**src/rtl/rv32i_pkg.sv**
```systemverilog
// Shared RV32I fetch types and constants.
package rv32i_pkg;
    localparam int XLEN = 32;
    localparam int ILEN = 32;
    localparam logic [XLEN-1:0] PC_STEP          = 32'd4;
    localparam logic [XLEN-1:0] RESET_PC_DEFAULT = 32'h0000_0000;
    localparam logic [ILEN-1:0] INST_NOP         = 32'h0000_0013;

    typedef struct packed {
        logic [XLEN-1:0] pc;
        logic [ILEN-1:0] inst;
    } fetch_entry_t;

    function automatic logic is_misaligned(input logic [XLEN-1:0] addr);
        return addr[1:0] != 2'b00;
    endfunction
endpackage

```
**src/rtl/fetch_unit_if.sv**
```systemverilog
// Fetch-stage bus: imem address/data, execute redirect, and decode valid/ready.
// The fetch_misalign signal exists only when FETCH_MISALIGN_CHECK_EN is defined.
interface fetch_unit_if;
    import rv32i_pkg::*;

    logic [XLEN-1:0] imem_addr;
    logic [ILEN-1:0] imem_rdata;
    logic            redirect_valid;
    logic [XLEN-1:0] redirect_pc;
    logic            out_valid;
    logic            out_ready;
    logic [ILEN-1:0] out_inst;
    logic [XLEN-1:0] out_pc;
`ifdef FETCH_MISALIGN_CHECK_EN
    logic            fetch_misalign;
`endif

    modport master (
        output imem_addr, out_valid, out_inst, out_pc,
`ifdef FETCH_MISALIGN_CHECK_EN
        output fetch_misalign,
`endif
        input  imem_rdata, redirect_valid, redirect_pc, out_ready
    );

    modport slave (
        input  imem_addr, out_valid, out_inst, out_pc,
`ifdef FETCH_MISALIGN_CHECK_EN
        input  fetch_misalign,
`endif
        output imem_rdata, redirect_valid, redirect_pc, out_ready
    );
endinterface

```
**src/rtl/fetch_fifo.sv**
```systemverilog
// Fetch buffer of {pc, inst} entries with push/pop/flush. While empty, the
// output holds the last presented head so decode never sees a glitching bus.
module fetch_fifo
    import rv32i_pkg::*;
#(
    parameter int DEPTH = 2
) (
    input  logic         clk,
    input  logic         rst,
    input  logic         push_i,
    input  logic         pop_i,
    input  logic         flush_i,
    input  fetch_entry_t wdata_i,
    output fetch_entry_t rdata_o,
    output logic         full_o,
    output logic         empty_o
);
    localparam int PW = (DEPTH > 1) ? $clog2(DEPTH) : 1;
    localparam int CW = $clog2(DEPTH + 1);

    fetch_entry_t    mem_q [DEPTH];
    fetch_entry_t    last_q;
    logic [PW-1:0]   wr_ptr_q, wr_ptr_d;
    logic [PW-1:0]   rd_ptr_q, rd_ptr_d;
    logic [CW-1:0]   count_q, count_d;
    logic            do_push, do_pop;

    assign full_o  = (count_q == CW'(DEPTH));
    assign empty_o = (count_q == '0);
    assign do_push = push_i & ~flush_i & (~full_o | pop_i);
    assign do_pop  = pop_i & ~empty_o;
    assign rdata_o = empty_o ? last_q : mem_q[rd_ptr_q];

    always_comb begin
        wr_ptr_d = wr_ptr_q;
        rd_ptr_d = rd_ptr_q;
        count_d  = count_q;
        if (flush_i) begin
            wr_ptr_d = '0;
            rd_ptr_d = '0;
            count_d  = '0;
        end else begin
            if (do_push) wr_ptr_d = wr_ptr_q + PW'(1);
            if (do_pop)  rd_ptr_d = rd_ptr_q + PW'(1);
            case ({do_push, do_pop})
                2'b10:   count_d = count_q + CW'(1);
                2'b01:   count_d = count_q - CW'(1);
                default: count_d = count_q;
            endcase
        end
    end

    always_ff @(posedge clk or posedge rst) begin
        if (rst) begin
            wr_ptr_q <= '0;
            rd_ptr_q <= '0;
            count_q  <= '0;
            last_q   <= '0;
            for (int i = 0; i < DEPTH; i++) mem_q[i] <= '0;
        end else begin
            wr_ptr_q <= wr_ptr_d;
            rd_ptr_q <= rd_ptr_d;
            count_q  <= count_d;
            // Snapshot the current head so it survives a pop or flush to empty.
            if (!empty_o) last_q <= mem_q[rd_ptr_q];
            if (do_push) mem_q[wr_ptr_q] <= wdata_i;
        end
    end
endmodule

```
**src/rtl/fetch_unit.sv**
```systemverilog
// RV32I fetch stage: PC register, imem addressing, fetch buffer and redirect.
// Optional FETCH_MISALIGN_CHECK_EN flags misaligned redirect targets.
module fetch_unit #(
    parameter int          XLEN       = 32,
    parameter logic [31:0] RESET_PC   = rv32i_pkg::RESET_PC_DEFAULT,
    parameter int          FIFO_DEPTH = 2
) (
    input  logic         clk,
    input  logic         rst,
    fetch_unit_if.master bus
);
    import rv32i_pkg::*;

    logic [XLEN-1:0] pc_q, pc_d;
    logic [XLEN-1:0] redirect_tgt;
    logic            push, pop, full, empty, push_ok;
    fetch_entry_t    wr_entry, head;

`ifdef FETCH_MISALIGN_CHECK_EN
    logic misalign_q, misalign_d;

    assign redirect_tgt       = bus.redirect_pc;
    assign push_ok            = ~misalign_q;
    assign bus.fetch_misalign = misalign_q;

    always_comb begin
        misalign_d = misalign_q;
        if (bus.redirect_valid) misalign_d = is_misaligned(bus.redirect_pc);
    end

    always_ff @(posedge clk or posedge rst) begin
        if (rst) misalign_q <= 1'b0;
        else     misalign_q <= misalign_d;
    end
`else
    logic unused_redirect_lsb;

    // Low bits are dropped so pc stays word aligned.
    assign redirect_tgt        = {bus.redirect_pc[XLEN-1:2], 2'b00};
    assign push_ok             = 1'b1;
    assign unused_redirect_lsb = ^bus.redirect_pc[1:0];
`endif

    assign pop  = bus.out_valid & bus.out_ready;
    assign push = ~bus.redirect_valid & push_ok & (~full | pop);

    assign bus.imem_addr = pc_q;
    assign bus.out_valid = ~empty;
    assign bus.out_inst  = head.inst;
    assign bus.out_pc    = head.pc;
    assign wr_entry      = '{pc: pc_q, inst: bus.imem_rdata};

    always_comb begin
        pc_d = pc_q;
        if (bus.redirect_valid) pc_d = redirect_tgt;
        else if (push)          pc_d = pc_q + PC_STEP;
    end

    always_ff @(posedge clk or posedge rst) begin
        if (rst) pc_q <= RESET_PC;
        else     pc_q <= pc_d;
    end

    fetch_fifo #(
        .DEPTH (FIFO_DEPTH)
    ) u_fifo (
        .clk     (clk),
        .rst     (rst),
        .push_i  (push),
        .pop_i   (pop),
        .flush_i (bus.redirect_valid),
        .wdata_i (wr_entry),
        .rdata_o (head),
        .full_o  (full),
        .empty_o (empty)
    );
endmodule
```
**src/flat_wrapper.sv**
```systemverilog
// flat-port wrapper written by rule: the top's interface ports become plain ports
module fetch_unit_flat import rv32i_pkg::*;
#(
    parameter int          XLEN       = 32,
    parameter logic [31:0] RESET_PC   = rv32i_pkg::RESET_PC_DEFAULT,
    parameter int          FIFO_DEPTH = 2
)
  (clk, rst, bus_imem_addr, bus_out_valid, bus_out_inst, bus_out_pc, bus_imem_rdata, bus_redirect_valid, bus_redirect_pc, bus_out_ready);
  fetch_unit_if bus_i ();
  input  logic clk;
  input  logic rst;
  output wire logic [$bits(bus_i.imem_addr)-1:0] bus_imem_addr;
  output wire logic [$bits(bus_i.out_valid)-1:0] bus_out_valid;
  output wire logic [$bits(bus_i.out_inst)-1:0] bus_out_inst;
  output wire logic [$bits(bus_i.out_pc)-1:0] bus_out_pc;
  input wire logic [$bits(bus_i.imem_rdata)-1:0] bus_imem_rdata;
  input wire logic [$bits(bus_i.redirect_valid)-1:0] bus_redirect_valid;
  input wire logic [$bits(bus_i.redirect_pc)-1:0] bus_redirect_pc;
  input wire logic [$bits(bus_i.out_ready)-1:0] bus_out_ready;
  assign bus_imem_addr = bus_i.imem_addr;
  assign bus_out_valid = bus_i.out_valid;
  assign bus_out_inst = bus_i.out_inst;
  assign bus_out_pc = bus_i.out_pc;
  assign bus_i.imem_rdata = bus_imem_rdata;
  assign bus_i.redirect_valid = bus_redirect_valid;
  assign bus_i.redirect_pc = bus_redirect_pc;
  assign bus_i.out_ready = bus_out_ready;
  fetch_unit #(.XLEN(XLEN), .RESET_PC(RESET_PC), .FIFO_DEPTH(FIFO_DEPTH)) u_core (.clk(clk), .rst(rst), .bus(bus_i));
endmodule
```
**config.mk**
```make
export PLATFORM = sky130hd
export DESIGN_NAME = fetch_unit_flat
export DESIGN_NICKNAME = d
export VERILOG_FILES = /design/src/rtl/rv32i_pkg.sv /design/src/rtl/fetch_unit_if.sv /design/src/rtl/fetch_fifo.sv /design/src/rtl/fetch_unit.sv /design/src/flat_wrapper.sv
export SDC_FILE = /design/constraint.sdc
export NUM_CORES = 1
export LEC_CHECK = 0
export CAP_MARGIN = 20
export CORE_MARGIN = 1
export CORE_UTILIZATION = 40
export CTS_CLUSTER_DIAMETER = 100
export DETAILED_ROUTE_END_ITERATION = 12
export HOLD_SLACK_MARGIN = 0.12
export MAX_ROUTING_LAYER = met4
export PLACE_DENSITY = 0.61
export SLEW_MARGIN = 40
export SYNTH_ARGS = -nofsm -noshare
export SYNTH_HDL_FRONTEND = slang
export SYNTH_SLANG_ARGS = --single-unit
```
**constraint.sdc**
```tcl
create_clock -name clk -period 8.8 [get_ports clk]
set_input_delay 0.88 -clock clk [delete_from_list [all_inputs] [get_ports clk]]
set_output_delay 0.88 -clock clk [all_outputs]
set_load 0.005 [all_outputs]
```
---- After elaboration in Yosys (flattened, before gate mapping) ----
Cells that the tools add are included.
word-level totals
  bits of input ports ..................... 68
  output and inout bits ................... 97
  bits in registers ....................... 228
operators by class
  eq/ne operators ......................... 3
  add/sub/neg operators ................... 5
  bitwise gates (word level) .............. 11
  multiplexer cells ....................... 15
  magnitude comparators ................... 3
  reductions and logical operators ........ 6
operators by type and width
  cell                     number
  $mux W64                 5
  $bwmux W128              1
  $demux W64 S1            1
  $mux W32                 2
  $add A32 B3 Y32 const B  1
  $reduce_bool A2 Y1       3
  $and A1 B1 Y1            5
  $eq A2 B2 Y1 const B     2
  $ge A2 B2 Y1 const B     2
  $mux W1                  4
  $not A1 Y2               2
  $pmux W2 S2              1
  $not A1 Y1               3
  $reduce_bool A3 Y1       1
  $add A1 B1 Y1 const B    2
  $add A2 B1 Y2 const B    1
  $eq A2 B1 Y1 const B     1
  $logic_not A2 Y1         1
  $lt A2 B1 Y1 const B     1
  $mux W2                  1
  $sub A2 B1 Y2 const B    1
  $logic_and A1 B1 Y1      1
  $or A1 B1 Y1             1

---- Logic depth before layout (Yosys ltp) ----
  word-level depth ........................ 10
  depth in mapped cells ................... 6
  mapped depth without buffers ............ 6

---- By module ----
A second synthesis with hierarchy kept.
unflattened totals
  cell total of the unflattened synthesis .. 785
  area total of the unflattened synthesis .. 9882.0 um2
by module, submodules not included
  module      cells an instance  sequential area each (um2)  area an instance (um2)  times used
  fetch_fifo  575                4904.7                      8075.2                  1
  fetch_unit  210                750.7                       1806.7                  1

---- Least setup slack after synthesis ----
Ideal clock, no wire load.
  path kind ............................... reg2out
  start ................................... register u_core.u_fifo.count_q[0]
  end ..................................... output bus_out_inst[31]
  cell stages (with the launch flop) ...... 6
  slack ................................... 6.432 ns
  data arrival time ....................... 1.488 ns
  path through ............................ dfrtp_1 > nor2_1 > clkbuf_1 > clkbuf_1 > nand2_1 > o21ai_0
between the ends
  word-level cells in the longest chain between the ends .. 2
RTL lines
  element                 line                RTL
  start, declared         fetch_fifo.sv:25    logic [CW-1:0] count_q, count_d;
  start signal, assigned  fetch_fifo.sv:63    count_q <= count_d;
  $logic_not A2 Y1        fetch_fifo.sv:29    assign empty_o = (count_q == '0);
  $mux W64                -
  end, declared           flat_wrapper.sv:14  output wire logic [$bits(bus_i.out_inst)-1:0] bus_out_inst;
No other way between the ends.

---- Worst setup path in the final report ----
  start ................................... register u_core.u_fifo.rd_ptr_q
  end ..................................... output bus_out_pc[19]
between the ends
  word-level cells in the longest chain between the ends .. 5
RTL lines
  element                                      line                RTL
  start, declared                              fetch_fifo.sv:24    logic [PW-1:0] rd_ptr_q, rd_ptr_d;
  start signal, assigned                       fetch_fifo.sv:62    rd_ptr_q <= rd_ptr_d;
  $not A1 Y2 (implied by the code)             fetch_fifo.sv:32    assign rdata_o = empty_o ? last_q : mem_q[rd_ptr_q];
  $mux W64 (implied by the code) (3 in a row)  fetch_fifo.sv:32
  $mux W64                                     -
  end, declared                                flat_wrapper.sv:15  output wire logic [$bits(bus_i.out_pc)-1:0] bus_out_pc;
No other way between the ends. The select of a mux whose other input is x is not followed.

==> results.md <==
* PwrDens at around 270 mW/mm^2
* Vias in the first global route at 6262
* Crit Path Category: flip-flop to output port
* Met3 usage at 3.47%
* Min Tclk post-route at a little over 4 ns
* Post_cts resized at 0
* Placed Cells incl. Taps at 1180
* Min-Delay Path Class: flip-flop to flip-flop
* Synth Area per Inst at 12.6 um^2
* Unrepaired setup endpoints after global routing: false
* Actual slew at the worst max-slew pin at 0.765 ns
* DP Area at approximately 0.011 mm^2
* Core box area at 0.0228 mm^2
* Overflow after GRT at 0
* Critical Path End Type: output port
* Synth unique cells at 33
* CTS Sinks at approximately 220
* Port bufs at 160
* Area share of the largest cell type after synthesis at 59.5%
* CTS tree: done
* Initial DRC Count at 252
* CP Launch Type: flip-flop
* Post-synthesis register bit count at 222
* Status: complete, no violations
* Die ar. at 0.0240 mm^2
* Total number of vias at 6083
* Setup Skew at a little under 0.01 ns
* Dominant synthesized flop cell: dfrtp_1
* PnR worst setup slack at 4.74 ns
* Ports at ~170
* Ys async rst share at 100%
* Initial antenna violation count at 2
* Worst-path fanout max at 38
* Tot Pwr at approximately 3.2 mW
* Largest cells by area after synthesis: dfrtp_1 59%, mux2_2 15%, mux2i_1 6.7%
* Pleak at 4.95 nW
* Die height at 155 um
* Routed len/inst at 16.9 um
* Setup Buffers After CTS at 0
* GR Util All Layers at 18.5%
* H-tree depth at 1
* Final setup violating endpoints at 0
* Die W at 155 um
* Row count at 55
* Final HPWL DP at between 10 and 15 mm
* Pre-antenna DRT Iters at 5
* CTS max path bufs at 3
* Hold path startpoint: u_core.u_fifo.last_q[15]$_DFF_PP0_
* Post-Route WL at between 20 and 25 mm
* Filler cells at 1977
* Final Hold Viols at 0
* Post-Syn Area at between 0.009 and 0.01 mm^2
* Hold_buf cts at 0
* Post-synth top cells: 222 x dfrtp_1, 125 x mux2_2, 103 x nand2_1
* Layout Nets at between 900 and 1000
* Clk slew on worst S/H paths at 0.05 ns
* CP required at 7.92 ns
* Crit. Startpoint: u_core.u_fifo.rd_ptr_q$_DFFE_PP0P_
* Antenna viol nets, final at 0
* Via density at 4.96
* Most frequent cell after synthesis: dfrtp_1
* Pins over their slew limit at 0
* FF-to-FF Start: u_core.bus.imem_addr[2]$_DFFE_PP0P_
* Grt met1 use at 25.5%
* Fmax at 246 MHz
* Drc violations at 0
* Cells after synthesis at 743
* Root buffer cell: clkbuf_16
* GP Congestion at 0.792
* Worst slack, placed at 5.29 ns
* Clk_lat worst skew at slightly above 0.5 ns
* Rel. slew slack at 48.7%
* Grt met2 use at 28.4%
* TritonCTS Buffers at 25
* Leading area contributor after synthesis: dfrtp_1
* Largest net degree at the start of global routing at between 100 and 150
* Register area share after synthesis at between 50% and 60%
* Area Overhead vs Synth at 29.2%
* Initial Util at between 40% and 50%
* Design area at 0.0121 mm^2
* Max Cap Viol at 0
* Maximum VDD drop at 0.124 mV
* CP arrival at 3.18 ns
* Share of layout cells above drive strength 1 at 20.3%
* Final core utilization at 53.0%
* Final setup TNS at 0 ns
* Hold_ws at 0.486 ns
* Non-Filler Instances at 1226
* Final period util at 46.2%
* Ys Warns at 0
* First-pass GRT wire length at 34.3 mm
* GRT Max-Usage Layer: met2
* EDFF count, synth at 0
==> worst max-delay path, stage by stage, from the launching register on <==
cell	delay [ns]
dfrtp_4	0.74
buf_4	0.71
mux2i_1	0.17
o21ai_0	0.44
clkdlybuf4s50_1	0.60
==> power by group <==
part | switching [mW] | internal (mW) | total, mW | leakage (nW)
Clock | 0.397 | 0.636 | 1.03 | 0.412
Sequential | 0.141 | 1.29 | 1.43 | 2.69
Combinational | 0.315 | 0.452 | 0.767 | 1.85
==> cell type report <==
type / count / area (um^2) / share of cell area [%]
sequential: 222 / 5560 / 46.1
multi-input combinational: 472 / 3590 / 29.8
timing repair buffer: 168 / 1660 / 13.8
clock buffer: 37 / 741 / 6.14
tap: 313 / 392 / 3.25
clock inverter: 7 / 85.1 / 0.705
inverter: 5 / 31.3 / 0.259
antenna: 2 / 5.00 / 0.0415
==> flip-flops by register name (all words and copies together), names as in the netlist <==
name / cells
u_core.u_fifo.rd_ptr_q: 1
u_core.u_fifo.last_q: 64
u_core.u_fifo.wr_ptr_q: 1
u_core.u_fifo.mem_q: 124
u_core.bus.imem_addr: 30
u_core.u_fifo.count_q: 2
==> layer usage <==
layer,vias to the layer above,wire length (um)
li1,2880,-
met1,3005,9900
met2,160,9320
met3,38,1020
met4,0,445
met5,-,0
==> logic make-up (layout without fill, tap and decap cells) <==
logic type	Yosys count	in the layout	share of synthesized area [%]
other cells	1	4	0.0401
flops	222	222	59.5
compound gates	92	92	4.93
xor+xnor	32	32	3.00
simple gates	157	157	8.29
mux	188	188	21.8
buf+inv	50	217	2.34
fa+ha+maj	1	1	0.134
==> path summary, 6_finish.rpt <==
check	slack, ns	cells after the start	to
max	4.74	4	bus_out_pc[19]
min in group asynchronous	0.86	2	u_core.u_fifo.mem_q[65]$_DFFE_PP0P_
max reg2reg	6.41	6	u_core.bus.imem_addr[30]$_DFFE_PP0P_
min	0.49	2	u_core.u_fifo.last_q[15]$_DFF_PP0_
max in group asynchronous	6.70	3	u_core.u_fifo.rd_ptr_q$_DFFE_PP0P_
min reg2reg	0.49	2	u_core.u_fifo.last_q[15]$_DFF_PP0_
==> cells in the final DEF, fill, tap and decap left out, drive strengths merged <==
master,Yosys,layout
dfrtp,222,222
xor2,22,22
nand2,103,103
o21ai,91,91
nor3,4,4
clkdlybuf4s50,0,159
bufinv,0,2
nand4b,2,2
clkinv,0,6
or3b,1,1
nand3,13,13
xnor2,10,10
nor2,8,8
clkbuf,19,37
diode,0,2
and3,1,1
ha,1,1
nor3b,2,2
a21oi,1,1
nor2b,1,1
nor4b,1,1
mux2,125,125
nor4,5,5
conb,1,2
nand4,13,13
and2,3,3
inv,5,4
mux2i,63,63
buf,26,9
Note: power is estimated with default switching activity, not from simulation.
